[config.mk]
export PLATFORM = sky130hd
export DESIGN_NAME = flow_ctrl_sequencer_flat
export DESIGN_NICKNAME = d
export VERILOG_FILES = /design/src/rtl/flow_ctrl_sequencer_pkg.sv /design/src/rtl/flow_ctrl_sequencer_if.sv /design/src/rtl/flow_ctrl_sequencer_beat.sv /design/src/rtl/flow_ctrl_sequencer.sv /design/src/flat_wrapper.sv
export SDC_FILE = /design/constraint.sdc
export NUM_CORES = 1
export LEC_CHECK = 0
export BUFFER_PORTS_ARGS = -buffer_cell sky130_fd_sc_hd__buf_2
export CAP_MARGIN = 20
export CORE_ASPECT_RATIO = 1.2
export CORE_MARGIN = 4
export CORE_UTILIZATION = 25
export DETAILED_ROUTE_END_ITERATION = 8
export GPL_TIMING_DRIVEN = 0
export PLACE_DENSITY_LB_ADDON = 0.1
export SLEW_MARGIN = 0
export SYNTH_ARGS = -nofsm -noshare
export SYNTH_HDL_FRONTEND = slang
export SYNTH_SLANG_ARGS = --single-unit
[constraint.sdc]
create_clock -name clk -period 5.74 [get_ports clk]
set_input_delay 0.287 -clock clk [delete_from_list [all_inputs] [get_ports clk]]
set_output_delay 0.287 -clock clk [all_outputs]
set_load 0.03 [all_outputs]
[src/rtl/flow_ctrl_sequencer_pkg.sv]
// Shared types and constants for the CALL/RET/RTI/INT stack sequencer.
// Word widths, the interrupt vector and the sequencer state encoding.
package flow_ctrl_sequencer_pkg;

  localparam int DATA_W = 16;
  localparam int PC_W   = 2 * DATA_W;
  localparam int FLAG_W = 4;

  localparam logic [PC_W-1:0] INT_VEC = 32'h0000_0000;

  typedef enum logic [3:0] {
    IDLE,
    C_HI,
    C_LO,
    R_LO,
    R_HI,
    I_HI,
    I_LO,
    I_FL,
    T_FL,
    T_LO,
    T_HI
  } seq_state_t;

  function automatic logic [DATA_W-1:0] flag_word(
    input logic [FLAG_W-1:0] f
  );
    return {{(DATA_W-FLAG_W){1'b0}}, f};
  endfunction

endpackage

[src/rtl/flow_ctrl_sequencer_if.sv]
// Stack memory beat bus plus the SP unit pulses.
// master = sequencer side, slave = memory/SP side.
interface flow_ctrl_sequencer_if;
  import flow_ctrl_sequencer_pkg::*;

  logic              mem_req;
  logic              mem_we;
  logic [DATA_W-1:0] mem_wdata;
  logic              mem_ready;
  logic [DATA_W-1:0] mem_rdata;
  logic              sp_push;
  logic              sp_pop;

  modport master (
    output mem_req,
    output mem_we,
    output mem_wdata,
    output sp_push,
    output sp_pop,
    input  mem_ready,
    input  mem_rdata
  );

  modport slave (
    input  mem_req,
    input  mem_we,
    input  mem_wdata,
    input  sp_push,
    input  sp_pop,
    output mem_ready,
    output mem_rdata
  );

endinterface

[src/rtl/flow_ctrl_sequencer_beat.sv]
// One stack beat: holds req/we/wdata from start until mem_ready,
// and emits the matching SP pulse in the completing cycle.
module stack_beat_ctrl
  import flow_ctrl_sequencer_pkg::*;
(
  input  logic              clk,
  input  logic              rst,
  input  logic              start,
  input  logic              we,
  input  logic [DATA_W-1:0] wdata,
  output logic              beat_done,
  output logic [DATA_W-1:0] rdata,
  flow_ctrl_sequencer_if.master mem
);

  logic              active;
  logic              we_q;
  logic [DATA_W-1:0] wdata_q;

  // start on the completing cycle chains the next beat one cycle later
  always_ff @(posedge clk) begin
    if (rst) begin
      active  <= 1'b0;
      we_q    <= 1'b0;
      wdata_q <= '0;
    end else if (start) begin
      active  <= 1'b1;
      we_q    <= we;
      wdata_q <= wdata;
    end else if (beat_done) begin
      active  <= 1'b0;
      we_q    <= 1'b0;
      wdata_q <= '0;
    end
  end

  assign beat_done     = active & mem.mem_ready & ~rst;
  assign mem.mem_req   = active;
  assign mem.mem_we    = we_q;
  assign mem.mem_wdata = wdata_q;
  assign mem.sp_push   = beat_done & we_q;
  assign mem.sp_pop    = beat_done & ~we_q;
  assign rdata         = mem.mem_rdata;

endmodule

[src/rtl/flow_ctrl_sequencer.sv]
// Multi-cycle CALL/RET/RTI/interrupt sequencer between decode and
// the stack memory; stalls the front end while stack beats run.
module flow_ctrl_sequencer
  import flow_ctrl_sequencer_pkg::*;
(
  input  logic              clk,
  input  logic              rst,
  input  logic              call,
  input  logic              ret,
  input  logic              rti,
  input  logic [PC_W-1:0]   call_target,
  input  logic [PC_W-1:0]   ret_pc,
  input  logic              intr,
  input  logic [PC_W-1:0]   int_pc,
  input  logic [FLAG_W-1:0] flags_in,
  flow_ctrl_sequencer_if.master mem,
  output logic              stall,
  output logic              pc_load,
  output logic [PC_W-1:0]   pc_value,
  output logic              flags_load,
  output logic [FLAG_W-1:0] flags_value,
  output logic              done
);

  seq_state_t state;
  seq_state_t nxt;

  logic              int_pend;
  logic [DATA_W-1:0] lo_q;
  logic [PC_W-1:0]   tgt_q;
  logic [FLAG_W-1:0] flags_q;

  logic              start;
  logic              bwe;
  logic [DATA_W-1:0] bwdata;
  logic              beat_done;
  logic [DATA_W-1:0] rdata;

  logic acc;
  logic acc_call;
  logic acc_int;
  logic cap_lo;
  logic cap_fl;

  stack_beat_ctrl u_beat (
    .clk       (clk),
    .rst       (rst),
    .start     (start),
    .we        (bwe),
    .wdata     (bwdata),
    .beat_done (beat_done),
    .rdata     (rdata),
    .mem       (mem)
  );

  always_ff @(posedge clk) begin
    if (rst) begin
      state    <= IDLE;
      int_pend <= 1'b0;
      lo_q     <= '0;
      tgt_q    <= '0;
      flags_q  <= '0;
    end else begin
      state    <= nxt;
      int_pend <= (int_pend & ~acc_int) | intr;
      if (acc) begin
        tgt_q   <= call_target;
        lo_q    <= acc_call ? ret_pc[DATA_W-1:0]
                            : int_pc[DATA_W-1:0];
        flags_q <= flags_in;
      end
      if (cap_lo) lo_q    <= rdata;
      if (cap_fl) flags_q <= rdata[FLAG_W-1:0];
    end
  end

  always_comb begin
    nxt         = state;
    start       = 1'b0;
    bwe         = 1'b0;
    bwdata      = '0;
    stall       = (state != IDLE);
    pc_load     = 1'b0;
    pc_value    = '0;
    flags_load  = 1'b0;
    flags_value = '0;
    done        = 1'b0;
    acc         = 1'b0;
    acc_call    = 1'b0;
    acc_int     = 1'b0;
    cap_lo      = 1'b0;
    cap_fl      = 1'b0;
    unique case (state)
      IDLE: begin
        if (!rst) begin
          if (call) begin
            acc_call = 1'b1;
            bwe      = 1'b1;
            bwdata   = ret_pc[PC_W-1:DATA_W];
            nxt      = C_HI;
          end else if (ret) begin
            nxt = R_LO;
          end else if (rti) begin
            nxt = T_FL;
          end else if (int_pend) begin
            acc_int = 1'b1;
            bwe     = 1'b1;
            bwdata  = int_pc[PC_W-1:DATA_W];
            nxt     = I_HI;
          end
          acc   = (nxt != IDLE);
          start = acc;
          stall = acc;
        end
      end
      C_HI: if (beat_done) begin
        start  = 1'b1;
        bwe    = 1'b1;
        bwdata = lo_q;
        nxt    = C_LO;
      end
      C_LO: if (beat_done) begin
        pc_load  = 1'b1;
        pc_value = tgt_q;
        done     = 1'b1;
        nxt      = IDLE;
      end
      R_LO: if (beat_done) begin
        cap_lo = 1'b1;
        start  = 1'b1;
        nxt    = R_HI;
      end
      R_HI: if (beat_done) begin
        pc_load  = 1'b1;
        pc_value = {rdata, lo_q};
        done     = 1'b1;
        nxt      = IDLE;
      end
      I_HI: if (beat_done) begin
        start  = 1'b1;
        bwe    = 1'b1;
        bwdata = lo_q;
        nxt    = I_LO;
      end
      I_LO: if (beat_done) begin
        start  = 1'b1;
        bwe    = 1'b1;
        bwdata = flag_word(flags_q);
        nxt    = I_FL;
      end
      I_FL: if (beat_done) begin
        pc_load  = 1'b1;
        pc_value = INT_VEC;
        done     = 1'b1;
        nxt      = IDLE;
      end
      T_FL: if (beat_done) begin
        cap_fl = 1'b1;
        start  = 1'b1;
        nxt    = T_LO;
      end
      T_LO: if (beat_done) begin
        cap_lo = 1'b1;
        start  = 1'b1;
        nxt    = T_HI;
      end
      T_HI: if (beat_done) begin
        pc_load     = 1'b1;
        pc_value    = {rdata, lo_q};
        flags_load  = 1'b1;
        flags_value = flags_q;
        done        = 1'b1;
        nxt         = IDLE;
      end
      default: nxt = IDLE;
    endcase
  end

endmodule

[src/flat_wrapper.sv]
// flat-port wrapper written by rule: the top's interface ports become plain ports
module flow_ctrl_sequencer_flat import flow_ctrl_sequencer_pkg::*;
  (clk, rst, call, ret, rti, call_target, ret_pc, intr, int_pc, flags_in, stall, pc_load, pc_value, flags_load, flags_value, done, mem_mem_req, mem_mem_we, mem_mem_wdata, mem_sp_push, mem_sp_pop, mem_mem_ready, mem_mem_rdata);
  flow_ctrl_sequencer_if mem_i ();
  input  logic clk;
  input  logic rst;
  input  logic call;
  input  logic ret;
  input  logic rti;
  input  logic [PC_W-1:0] call_target;
  input  logic [PC_W-1:0] ret_pc;
  input  logic intr;
  input  logic [PC_W-1:0] int_pc;
  input  logic [FLAG_W-1:0] flags_in;
  output logic stall;
  output logic pc_load;
  output logic [PC_W-1:0] pc_value;
  output logic flags_load;
  output logic [FLAG_W-1:0] flags_value;
  output logic done;
  output wire logic [$bits(mem_i.mem_req)-1:0] mem_mem_req;
  output wire logic [$bits(mem_i.mem_we)-1:0] mem_mem_we;
  output wire logic [$bits(mem_i.mem_wdata)-1:0] mem_mem_wdata;
  output wire logic [$bits(mem_i.sp_push)-1:0] mem_sp_push;
  output wire logic [$bits(mem_i.sp_pop)-1:0] mem_sp_pop;
  input wire logic [$bits(mem_i.mem_ready)-1:0] mem_mem_ready;
  input wire logic [$bits(mem_i.mem_rdata)-1:0] mem_mem_rdata;
  assign mem_mem_req = mem_i.mem_req;
  assign mem_mem_we = mem_i.mem_we;
  assign mem_mem_wdata = mem_i.mem_wdata;
  assign mem_sp_push = mem_i.sp_push;
  assign mem_sp_pop = mem_i.sp_pop;
  assign mem_i.mem_ready = mem_mem_ready;
  assign mem_i.mem_rdata = mem_mem_rdata;
  flow_ctrl_sequencer u_core (.clk(clk), .rst(rst), .call(call), .ret(ret), .rti(rti), .call_target(call_target), .ret_pc(ret_pc), .intr(intr), .int_pc(int_pc), .flags_in(flags_in), .mem(mem_i), .stall(stall), .pc_load(pc_load), .pc_value(pc_value), .flags_load(flags_load), .flags_value(flags_value), .done(done));
endmodule
==> key figures, run 1 <==
Global route
  • Overflow after GRT: 0
  • All-layer global routing usage: 18.0%
  • Largest net degree at the start of global routing: 13
  • Initial antenna violation count: 1
  • First-pass GRT wire length: 26300 um
  • Number of global-route vias before repair: 4566

Clocking
  • CTS tree: yes
  • # hold bufs at CTS: 0
  • CTS Sinks: 75
  • Clock-pin slew on the worst setup and hold paths: 0.06 ns
  • Cts bufs inserted: 9
  • Later-pin clock latency in the skew report: 0.34 ns
  • CTS H-tree lvls: 3
  • Clk root buf: clkbuf_16
  • Cts repair resizes: 0
  • Post-CTS setup buffers: 0
  • Clock Tree Buf Depth: 2

Worst setup path
  • Critical path peak fanout: 10
  • WS Path Type: reg -> out
  • Worst path depth: 7
  • Worst reg-to-reg path cell count: 6
  • Top Family by Delay on Critical Path: buffers and inverters
  • End of the critical path: pc_value[10]
  • Worst path arrival time: 2.91 ns
  • CP max stage cell: nor4_1
  • CP bufs+invs: 4
  • Reg-to-Reg Start: u_core.u_beat.mem.mem_req
  • Critical Path RT: 5.45 ns
  • Critical Path Start: u_core.state[1]
  • Slowest cell delay on critical path: 0.78 ns
  • Most used cell, CP: buf_2
  • Worst reg-to-reg setup slack: 3.16 ns
  • Crit. End Element: output pin
  • Crit path cell chain: buf_2 -> buf_2 -> nand2_1 -> nor4_1 -> clkbuf_1 -> a22o_1 -> buf_2
  • FF-to-FF End: u_core.lo_q[10]
  • CP Launch Type: flop

Synthesis
  • Post-Synth XOR/XNOR Area: 0.631%
  • Simple-Gate Fraction of Synth Area: 27.6%
  • Netlist cell types: 50
  • Syn. warnings: 0
  • Largest family of logic cells by synthesized area: simple AND/OR/NAND/NOR gates
  • Ys async rst share: 0%
  • Register area share after synthesis: 36.1%
  • Syn Area/Cell: 8.33 um^2
  • Synth Register Bits: 75
  • Mux cell area share after synthesis: 3.85%
  • Mapped cell area: 0.00416 mm^2
  • Compound-gate portion of the synthesized area: 25.6%
  • Predominant post-synthesis flop cell: dfxtp_1
  • Post-Syn Instances: 500
  • Synthesized-area fraction occupied by adder cells: 0%
  • Syn_nets: 623
  • Post-synth EDFFs: 0

STA
  • # setup viols final: 0
  • Fin crit period: 3.19 ns
  • Worst-Margin Slew: 0.930 ns
  • Slew Viols, Final: 0
  • Unrepaired setup endpoints after global routing: no
  • Tcrit/Tclk final: 55.7%
  • Max Clk Rate: 0.313 GHz
  • Worst setup skew after layout: 0.00496 ns
  • Setup TNS: 0 ns
  • Final hold vios: 0
  • Worst slew margin: 37.4%

Finish
  • FILL cells: 1775
  • P&R area growth vs syn: 34.9%
  • # diodes: 0
  • Most common cell after layout, fill and taps aside: buf_2
  • Footprint of the multi-input gates: 0.00241 mm^2
  • Design area: 0.00561 mm^2
  • Commonest non-fill, non-tap cells in the layout: buf_2, nand2_1, dfxtp_1
  • Register area: 0.00150 mm^2
  • # nets final: 816
  • Proportion of layout cells with a drive suffix above 1: 32.4%

Routing
  • DR iter-0 viols: 348
  • First-pass DRT Iterations: 5
  • Post-DRT Antenna Nets: 0
  • WL per Instance: 19.0 um
  • Vias per inst: 4.99
  • Detailed-route DRC error count: 0
  • Via count: 4535
  • Drt total wl: 17300 um

Die
  • Initial Util: 25.6%
  • Die H: 149 um
  • IO Count: 183
  • Die ar.: 0.0188 mm^2
  • Num rows: 51
  • Die width: 126 um
  • Core Region: 0.0163 mm^2

Power
  • PD cells: 318 mW/mm^2
  • Max VDD drop: 0.000130 V
  • Static Leak: 0.00264 uW

Worst hold path
  • Hold Path Class: in -> reg

Flow run
  • Max cap viols: 0

Outcome
  • Status: complete, no violations

Place
  • HPWL after DPL: 13700 um
  • DP Area: 0.00535 mm^2
  • Port bufs: 182
  • Routability cong.: 0.878
==> cell type report <==
class,instances,share of cell area (%)
buffer,48,4.32
tap,212,4.72
inverter,5,0.334
multi-input combinational,372,42.9
clock buffer,10,4.26
timing repair buffer,182,16.2
sequential,75,26.7
clock inverter,5,0.535
==> where the power goes <==
group	total, uW	switching, uW	internal [uW]
logic	557	333	224
clock network	529	229	300
registers	700	81.5	619
==> Yosys cell counts (5+ instances only) <==
cell type,number,area (um^2)
and3_1,6,37.5
nand3_1,14,70.1
nand2_1,91,342
nand3b_1,33,248
nor3_1,9,45.0
dfxtp_1,75,1500
a32o_1,16,160
buf_6,6,67.6
nand2b_1,19,119
clkbuf_1,28,105
nor4_1,8,50.1
buf_2,11,55.1
mux2i_1,16,160
a21oi_1,9,45.0
o21ai_0,20,100
a22oi_1,12,90.1
and2_1,5,31.3
a211oi_1,10,75.1
nor2_1,18,67.6
a22o_1,49,429
==> sequential cells by signal, indices dropped and copies added, names as in the netlist <==
name	flops
u_core.lo_q	16
u_core.state	4
u_core.tgt_q	32
u_core.int_pend	1
u_core.u_beat.mem.mem_we	1
u_core.u_beat.mem.mem_req	1
u_core.u_beat.mem.mem_wdata	16
u_core.flags_q	4
==> layer usage <==
metal / up-vias / global-route usage, % / part of all wire (%)
li1: 2224 / - / -
met1: 2131 / 23.0 / 43
met2: 156 / 30.4 / 49
met3: 22 / 3.72 / 6.2
met4: 2 / 5.79 / 1.8
met5: - / 0 / 0.075
==> worst reg2reg max path: stages, from the launching register on <==
cell	delay, ns
dfxtp_1	0.47
and3b_1	0.19
clkbuf_1	0.34
nand2_1	0.14
nor3_1	0.76
clkbuf_1	0.43
a32o_1	0.19
==> per-stage QoR <==
stage / power, uW / util (%) / cells / hold WS [ns] / worst slack, ns
6_report: 1790 / 34.5 / 909 / 0.128 / 2.55
5_1_grt: 1890 / 34.5 / 909 / 0.131 / 2.34
2_1_floorplan: 1060 / - / 500 / 0.386 / 3.30
4_1_cts: 1810 / 34.5 / 909 / 0.118 / 2.54
3_3_place_gp: 1260 / 32.8 / 894 / 0.461 / 2.89
3_5_place_dp: 1270 / 32.8 / 894 / 0.462 / 2.92
==> how the worst min path moves through the flow <==
| stage | from | end | slack, ns | depth (start not counted) |
|---|---|---|---|---|
| after floorplan | call_target[0] | u_core.tgt_q[0] | 0.39 | 2 |
| after global placement | u_core.u_beat.mem.mem_wdata[9] | u_core.u_beat.mem.mem_wdata[9] | 0.46 | 1 |
| after detailed placement | u_core.tgt_q[7] | u_core.tgt_q[7] | 0.46 | 2 |
| after CTS | call_target[26] | u_core.tgt_q[26] | 0.12 | 3 |
| after global routing | call_target[28] | u_core.tgt_q[28] | 0.13 | 3 |
| final | call_target[26] | u_core.tgt_q[26] | 0.13 | 3 |
==> kinds of logic after synthesis <==
family	count (synthesis)
xor+xnor	3
mux	16
simple gates	220
compound gates	133
buf+inv	53
flops	75
Power figures use the tool's default switching activity.
==> inputs of run 2 (changes only) <==
==> constraint.sdc (replaced) <==
create_clock -name clk -period 3 [get_ports clk]
set_input_delay 0.15 -clock clk [delete_from_list [all_inputs] [get_ports clk]]
set_output_delay 0.15 -clock clk [all_outputs]
set_load 0.03 [all_outputs]
==> run 2 against run 1 <==
  * Cell count increased by 2.1%
  * Non-clock buffer count is 19 higher
  * Combinational power grew 96%
  * Global-route usage hardly changed
  * Critical path type unchanged
  * Largest cell class unchanged
==> key figures, run 2 (synthesis results as in run 1) <==
Worst setup path
  • Crit. End Element: output pin
  • Most used cell, CP: clkbuf_1
  • CP max stage cell: clkbuf_1
  • Worst path arrival time: 2.67 ns (-0.24 ns)
  • Top Family by Delay on Critical Path: buffers and inverters
  • Slowest cell delay on critical path: 0.43 ns (-0.35 ns)
  • Critical path peak fanout: 10 (unchanged)
  • Crit path cell chain: buf_6 -> clkbuf_1 -> nand3_1 -> a211oi_2 -> clkbuf_1 -> a22o_1 -> buf_2
  • WS Path Type: reg -> out
  • CP bufs+invs: 4 (unchanged)
  • Critical Path RT: 2.85 ns (-2.60 ns)
  • CP Launch Type: flop

Die
  • Die H: 149 um (unchanged)
  • Die width: 126 um (unchanged)
  • Initial Util: 25.6% (unchanged)
  • Core Region: 0.0163 mm^2 (unchanged)
  • Die ar.: 0.0188 mm^2 (unchanged)
  • IO Count: 183 (unchanged)
  • Num rows: 51 (unchanged)

Global route
  • Largest net degree at the start of global routing: 13 (unchanged)
  • First-pass GRT wire length: 26300 um (+0.21%)
  • All-layer global routing usage: 18.0% (+0.030 points)
  • Initial antenna violation count: 1 (unchanged)
  • Overflow after GRT: 0 (unchanged)
  • Number of global-route vias before repair: 4614 (+1.1%)

STA
  • Worst slew margin: 37.0% (-0.47 points)
  • Slew Viols, Final: 0 (unchanged)
  • Final hold vios: 0 (unchanged)
  • Worst-Margin Slew: 0.938 ns (+0.00843 ns)
  • Setup TNS: 0 ns (unchanged)
  • # setup viols final: 0 (unchanged)
  • Hold_ws: 0.00277 ns (-0.125 ns)
  • Fin crit period: 2.82 ns
  • Final worst setup slack: 0.175 ns (-2.37 ns)
  • Tcrit/Tclk final: 94.2%
  • Unrepaired setup endpoints after global routing: no
  • Worst setup skew after layout: 0.00601 ns (+0.00105 ns)
  • Max Clk Rate: 0.354 GHz

Clocking
  • CTS tree: yes
  • Post-CTS setup buffers: 0 (unchanged)
  • CTS H-tree lvls: 3 (unchanged)
  • Later-pin clock latency in the skew report: 0.34 ns (about the same)
  • Clock Tree Buf Depth: 2 (unchanged)
  • Clock-pin slew on the worst setup and hold paths: 0.06 ns (about the same)
  • CTS Sinks: 75 (unchanged)
  • Clk root buf: clkbuf_16
  • Cts bufs inserted: 9 (unchanged)

Finish
  • Largest Register: u_core.tgt_q
  • Most common cell after layout, fill and taps aside: buf_2
  • # nets final: 835 (+2.3%)
  • Proportion of layout cells with a drive suffix above 1: 31.8% (-0.58 points)
  • # diodes: 0 (unchanged)
  • Final core utilization: 35.7% (+1.2 points)
  • P&R area growth vs syn: 39.7%
  • Commonest non-fill, non-tap cells in the layout: buf_2, nand2_1, dfxtp_1
  • FILL cells: 1763 (-0.68%)
  • Max reg flops: 32 (unchanged)

Power
  • Max VDD drop: 0.000250 V (+92%)
  • PD cells: 592 mW/mm^2 (+86%)
  • Total power: 3440 uW (+93%)
  • Static Leak: 0.00272 uW (+3.0%)

Place
  • Port bufs: 182 (unchanged)
  • HPWL after DPL: 13700 um (unchanged)
  • Pre-CTS setup slack: 0.314 ns (-2.60 ns)
  • Routability cong.: 0.878 (unchanged)

Routing
  • Vias per inst: 4.94 (-1.1%)
  • WL per Instance: 18.7 um (-2.0%)
  • Drt total wl: 17300 um (about the same)
  • Detailed-route DRC error count: 0 (unchanged)
  • Post-DRT Antenna Nets: 0 (unchanged)
  • DR iter-0 viols: 290 (-17%)
  • First-pass DRT Iterations: 5 (unchanged)
  • Via count: 4580 (+0.99%)

Outcome
  • Status: complete, no violations

Flow run
  • Max cap viols: 0 (unchanged)

Worst hold path
  • Hold Path Class: in -> reg
==> run 2: cell count changes in the layout (fill, tap and decap cells not counted), sizes merged <==
| cell | before | now |
|---|---|---|
| dlygate4sd3 | 0 | 19 |
==> run 2: tightest hold or removal path, cell delays in order <==
cell     delay [ns]
buf_2          0.07
nand2_1        0.04
nand2_1        0.05
==> run 2: final timing paths <==
kind / startpoint / endpoint / slack, ns / cells after the start
hold reg to reg: u_core.tgt_q[28] / u_core.tgt_q[28] / 0.47 / 2
hold / removal: call_target[10] / u_core.tgt_q[10] / 0.003 / 3
setup reg to reg: u_core.u_beat.mem.mem_req / u_core.lo_q[10] / 0.36 / 6
setup / recovery: u_core.state[3] / pc_value[11] / 0.18 / 7
==> run 2: through the flow <==
step           cell area [um^2]  cells
6_report                   5820    928
5_1_grt                    5820    928
4_1_cts                    5820    928
3_5_place_dp               5350    894
3_3_place_gp               5340    894
2_1_floorplan              4160    500
==> run 2: power by group <==
group | internal, uW | switching [uW] | leakage (uW)
Combinational | 445 | 643 | 0.00198
Sequential | 1180 | 157 | 0.000616
Clock | 574 | 440 | 0.000130
==> run 2: timing repair <==
action                                  CTS  global route
endpoints found under the setup margin   18             0
gates resized for setup                   2             0
endpoints found under the hold margin    19             0
hold buffers                             19             0
==> run 2: routing by layer <==
metal  GRT usage [%]  wire length [um]  vias up
met1            23.0              7570     2137
met2            30.5              8420      149
li1                -                 -     2267
met4            5.85               331        2
met3            3.58               993       25
met5               0                13        -
==> run 2: final cells by class <==
type,count,area (um^2),share of cell area (%)
clock inverter,5,30.0,0.516
buffer,48,243,4.17
multi-input combinational,372,2420,41.6
sequential,75,1500,25.8
clock buffer,10,239,4.11
timing repair buffer,201,1100,18.9
tap,212,265,4.56
inverter,5,18.8,0.323
==> inputs of run 3 (changes only) <==
--- a/config.mk
+++ b/config.mk
@@ -13,6 +13,7 @@
 export DETAILED_ROUTE_END_ITERATION = 8
 export GPL_TIMING_DRIVEN = 0
 export PLACE_DENSITY_LB_ADDON = 0.1
+export RECOVER_POWER = 100
 export SLEW_MARGIN = 0
 export SYNTH_ARGS = -nofsm -noshare
 export SYNTH_HDL_FRONTEND = slang
==> run 3 against run 2 <==
  * Design area fell by 1.0%
  * Utilization fell by 0.36 points
  * Power fell by 0.86%
  * Non-clock buffer count did not move
  * Clock power barely moved
  * Cell count did not move
  * Global-route usage did not move
  * Worst setup slack got worse by 0.027 ns
  * Via count rose by 0.52%
  * Clock skew fell by 0.0011 ns
  * Sequential power barely moved
  * Clock-buffer cell count did not move
==> key figures, run 3 (synthesis results as in run 1) <==
Power
  • PD cells: 593 mW/mm^2 (+0.16%)
  • Switching share of power: 36.1% (+0.092 points)
  • Clock power share: 29.6% (+0.2 points)
  • P_sw: 1230 uW (-0.60%)
  • Seq pwr share: 39.3% (+0.3 points)
  • Internal power: 2180 uW (-1.0%)
  • Combinational power share: 31.1% (-0.5 points)
  • Max VDD drop: 0.000250 V (about the same)
  • Static Leak: 0.00258 uW (-5.3%)

Worst setup path
  • Worst reg-to-reg path cell count: 7 (+1)
  • Critical Path RT: 2.85 ns (about the same)
  • Worst path arrival time: 2.70 ns (+0.03 ns)
  • CP Launch Type: flop
  • FF-to-FF End: u_core.tgt_q[2]
  • Reg-to-Reg Start: u_core.int_pend
  • Worst reg-to-reg setup slack: 0.34 ns (-0.02 ns)
  • Crit. End Element: output pin
  • Critical path peak fanout: 10 (unchanged)
  • WS Path Type: reg -> out

Die
  • Die ar.: 0.0188 mm^2 (unchanged)
  • Initial Util: 25.6% (unchanged)
  • IO Count: 183 (unchanged)
  • Die H: 149 um (unchanged)
  • Num rows: 51 (unchanged)
  • Die width: 126 um (unchanged)
  • Core Region: 0.0163 mm^2 (unchanged)

Global route
  • Number of global-route vias before repair: 4614 (unchanged)
  • First-pass GRT wire length: 26300 um (unchanged)
  • All-layer global routing usage: 18.0% (unchanged)
  • Largest net degree at the start of global routing: 13 (unchanged)
  • Initial antenna violation count: 1 (unchanged)
  • Overflow after GRT: 0 (unchanged)

Finish
  • Register area: 0.00150 mm^2 (unchanged)
  • Largest Register: u_core.tgt_q
  • # nets final: 835 (unchanged)
  • FILL cells: 1768 (+0.28%)
  • P&R area growth vs syn: 38.3%
  • Proportion of layout cells with a drive suffix above 1: 27.7% (-4.2 points)
  • Footprint of the multi-input gates: 0.00240 mm^2 (-0.78%)
  • Most common cell after layout, fill and taps aside: buf_2
  • Final core utilization: 35.4% (-0.36 points)
  • Commonest non-fill, non-tap cells in the layout: buf_2, nand2_1, dfxtp_1
  • # diodes: 0 (unchanged)
  • Design area: 0.00576 mm^2 (-1.0%)
  • Max reg flops: 32 (unchanged)

Routing
  • Post-DRT Antenna Nets: 0 (unchanged)
  • First-pass DRT Iterations: 5 (unchanged)
  • Vias per inst: 4.96 (+0.52%)
  • WL per Instance: 18.7 um (+0.34%)
  • Drt total wl: 17400 um (+0.34%)
  • DR iter-0 viols: 292 (+0.69%)
  • Via count: 4604 (+0.52%)
  • Detailed-route DRC error count: 0 (unchanged)

Clocking
  • Clk root buf: clkbuf_16
  • CTS tree: yes
  • CTS H-tree lvls: 3 (unchanged)
  • Post-CTS setup buffers: 0 (unchanged)
  • Clock Tree Buf Depth: 2 (unchanged)
  • Cts bufs inserted: 9 (unchanged)
  • Later-pin clock latency in the skew report: 0.34 ns (about the same)
  • CTS Sinks: 75 (unchanged)
  • Clock-pin slew on the worst setup and hold paths: 0.06 ns (about the same)

Worst hold path
  • WHS Endpoint: u_core.tgt_q[10]
  • Min-Delay Path Depth: 3 (unchanged)
  • Hold Path Class: in -> reg
  • Worst Hold Launch: call_target[10]

STA
  • # setup viols final: 0 (unchanged)
  • Worst setup skew after layout: 0.00488 ns (-0.00113 ns)
  • Worst-Margin Slew: 0.910 ns (-0.0287 ns)
  • Tcrit/Tclk final: 95.1% (+0.90 points)
  • Fin crit period: 2.85 ns (+0.0271 ns)
  • Final hold vios: 0 (unchanged)
  • Worst slew margin: 38.8% (+1.8 points)
  • Unrepaired setup endpoints after global routing: no
  • Setup TNS: 0 ns (unchanged)
  • Slew Viols, Final: 0 (unchanged)
  • Max Clk Rate: 0.351 GHz (-0.95%)

Outcome
  • Status: complete, no violations

Flow run
  • Max cap viols: 0 (unchanged)

Place
  • DP Area: 0.00535 mm^2 (unchanged)
  • Port bufs: 182 (unchanged)
  • Routability cong.: 0.878 (unchanged)
  • HPWL after DPL: 13700 um (unchanged)
run 3: cell count changes in the layout (fill, tap and decap cells not counted):
cell      change
buf_2        -54
clkbuf_1     +28
clkbuf_2     +28
and2_0        +4
and2_1        -4
a221oi_1      +3
a221oi_2      -3
buf_1         -1
buf_6         -1
run 3: power groups by stage:
stage	Combinational (uW)	Clock (uW)	Sequential (uW)
detailed placement	1070	0	1360
floorplan	694	0	1340
finish	1060	1010	1340
CTS	1100	1040	1340
global route	1180	1070	1360
global placement	1060	0	1360
run 3: timing repair:
action                                  CTS  global route
hold endpoints to repair                 19             0
gates resized for setup                   2             0
hold buffers                             19             0
endpoints found under the setup margin   18             0
run 3: how the worst max path moves through the flow:
stage                              start                             end  cells after the start
2_1_floorplan  u_core.u_beat.mem.mem_req                  flags_value[0]                      4
5_1_grt                  u_core.state[3]                    pc_value[11]                      7
6_report                 u_core.state[1]                    pc_value[29]                      7
3_3_place_gp             u_core.int_pend  u_core.u_beat.mem.mem_wdata[3]                      5
4_1_cts                  u_core.state[3]                    pc_value[10]                      7
3_5_place_dp             u_core.state[1]                    pc_value[10]                      7
run 3: final cells by class:
cell class                 instances  area share, %
multi-input combinational        372           41.7
sequential                        75           26.1
timing repair buffer             201           18.6
tap                              212           4.61
clock buffer                      10           4.15
buffer                            48           4.04
clock inverter                     5          0.522
inverter                           5          0.326
run 3: layer usage:
metal	part of all wire (%)	track usage [%]	routed length (um)	vias to the layer above
li1	-	-	-	2269
met1	43	23.0	7440	2134
met5	0.075	0	13	-
met4	1.9	5.85	322	2
met2	49	30.5	8460	174
met3	6.6	3.58	1150	25
run 3: metrics by stage:
| stage | setup WS [ns] | instances | hold slack (ns) | total power, uW |
|---|---|---|---|---|
| after floorplan | 0.693 | 500 | 0.249 | 2040 |
| after global placement | 0.272 | 894 | 0.336 | 2420 |
| after detailed placement | 0.314 | 894 | 0.335 | 2430 |
| after CTS | 0.167 | 928 | 0.00114 | 3480 |
| after global routing | 0.00313 | 928 | 0.0220 | 3610 |
| final | 0.148 | 928 | 0.00430 | 3410 |
run 3: worst max-delay path: stages (launching register included):
cell and delay, ns:
dfxtp_1 0.31, buf_2 0.20, buf_2 0.26, nand2_1 0.12
nor4_2 0.55, clkbuf_1 0.50, a22o_1 0.23, clkbuf_2 0.21
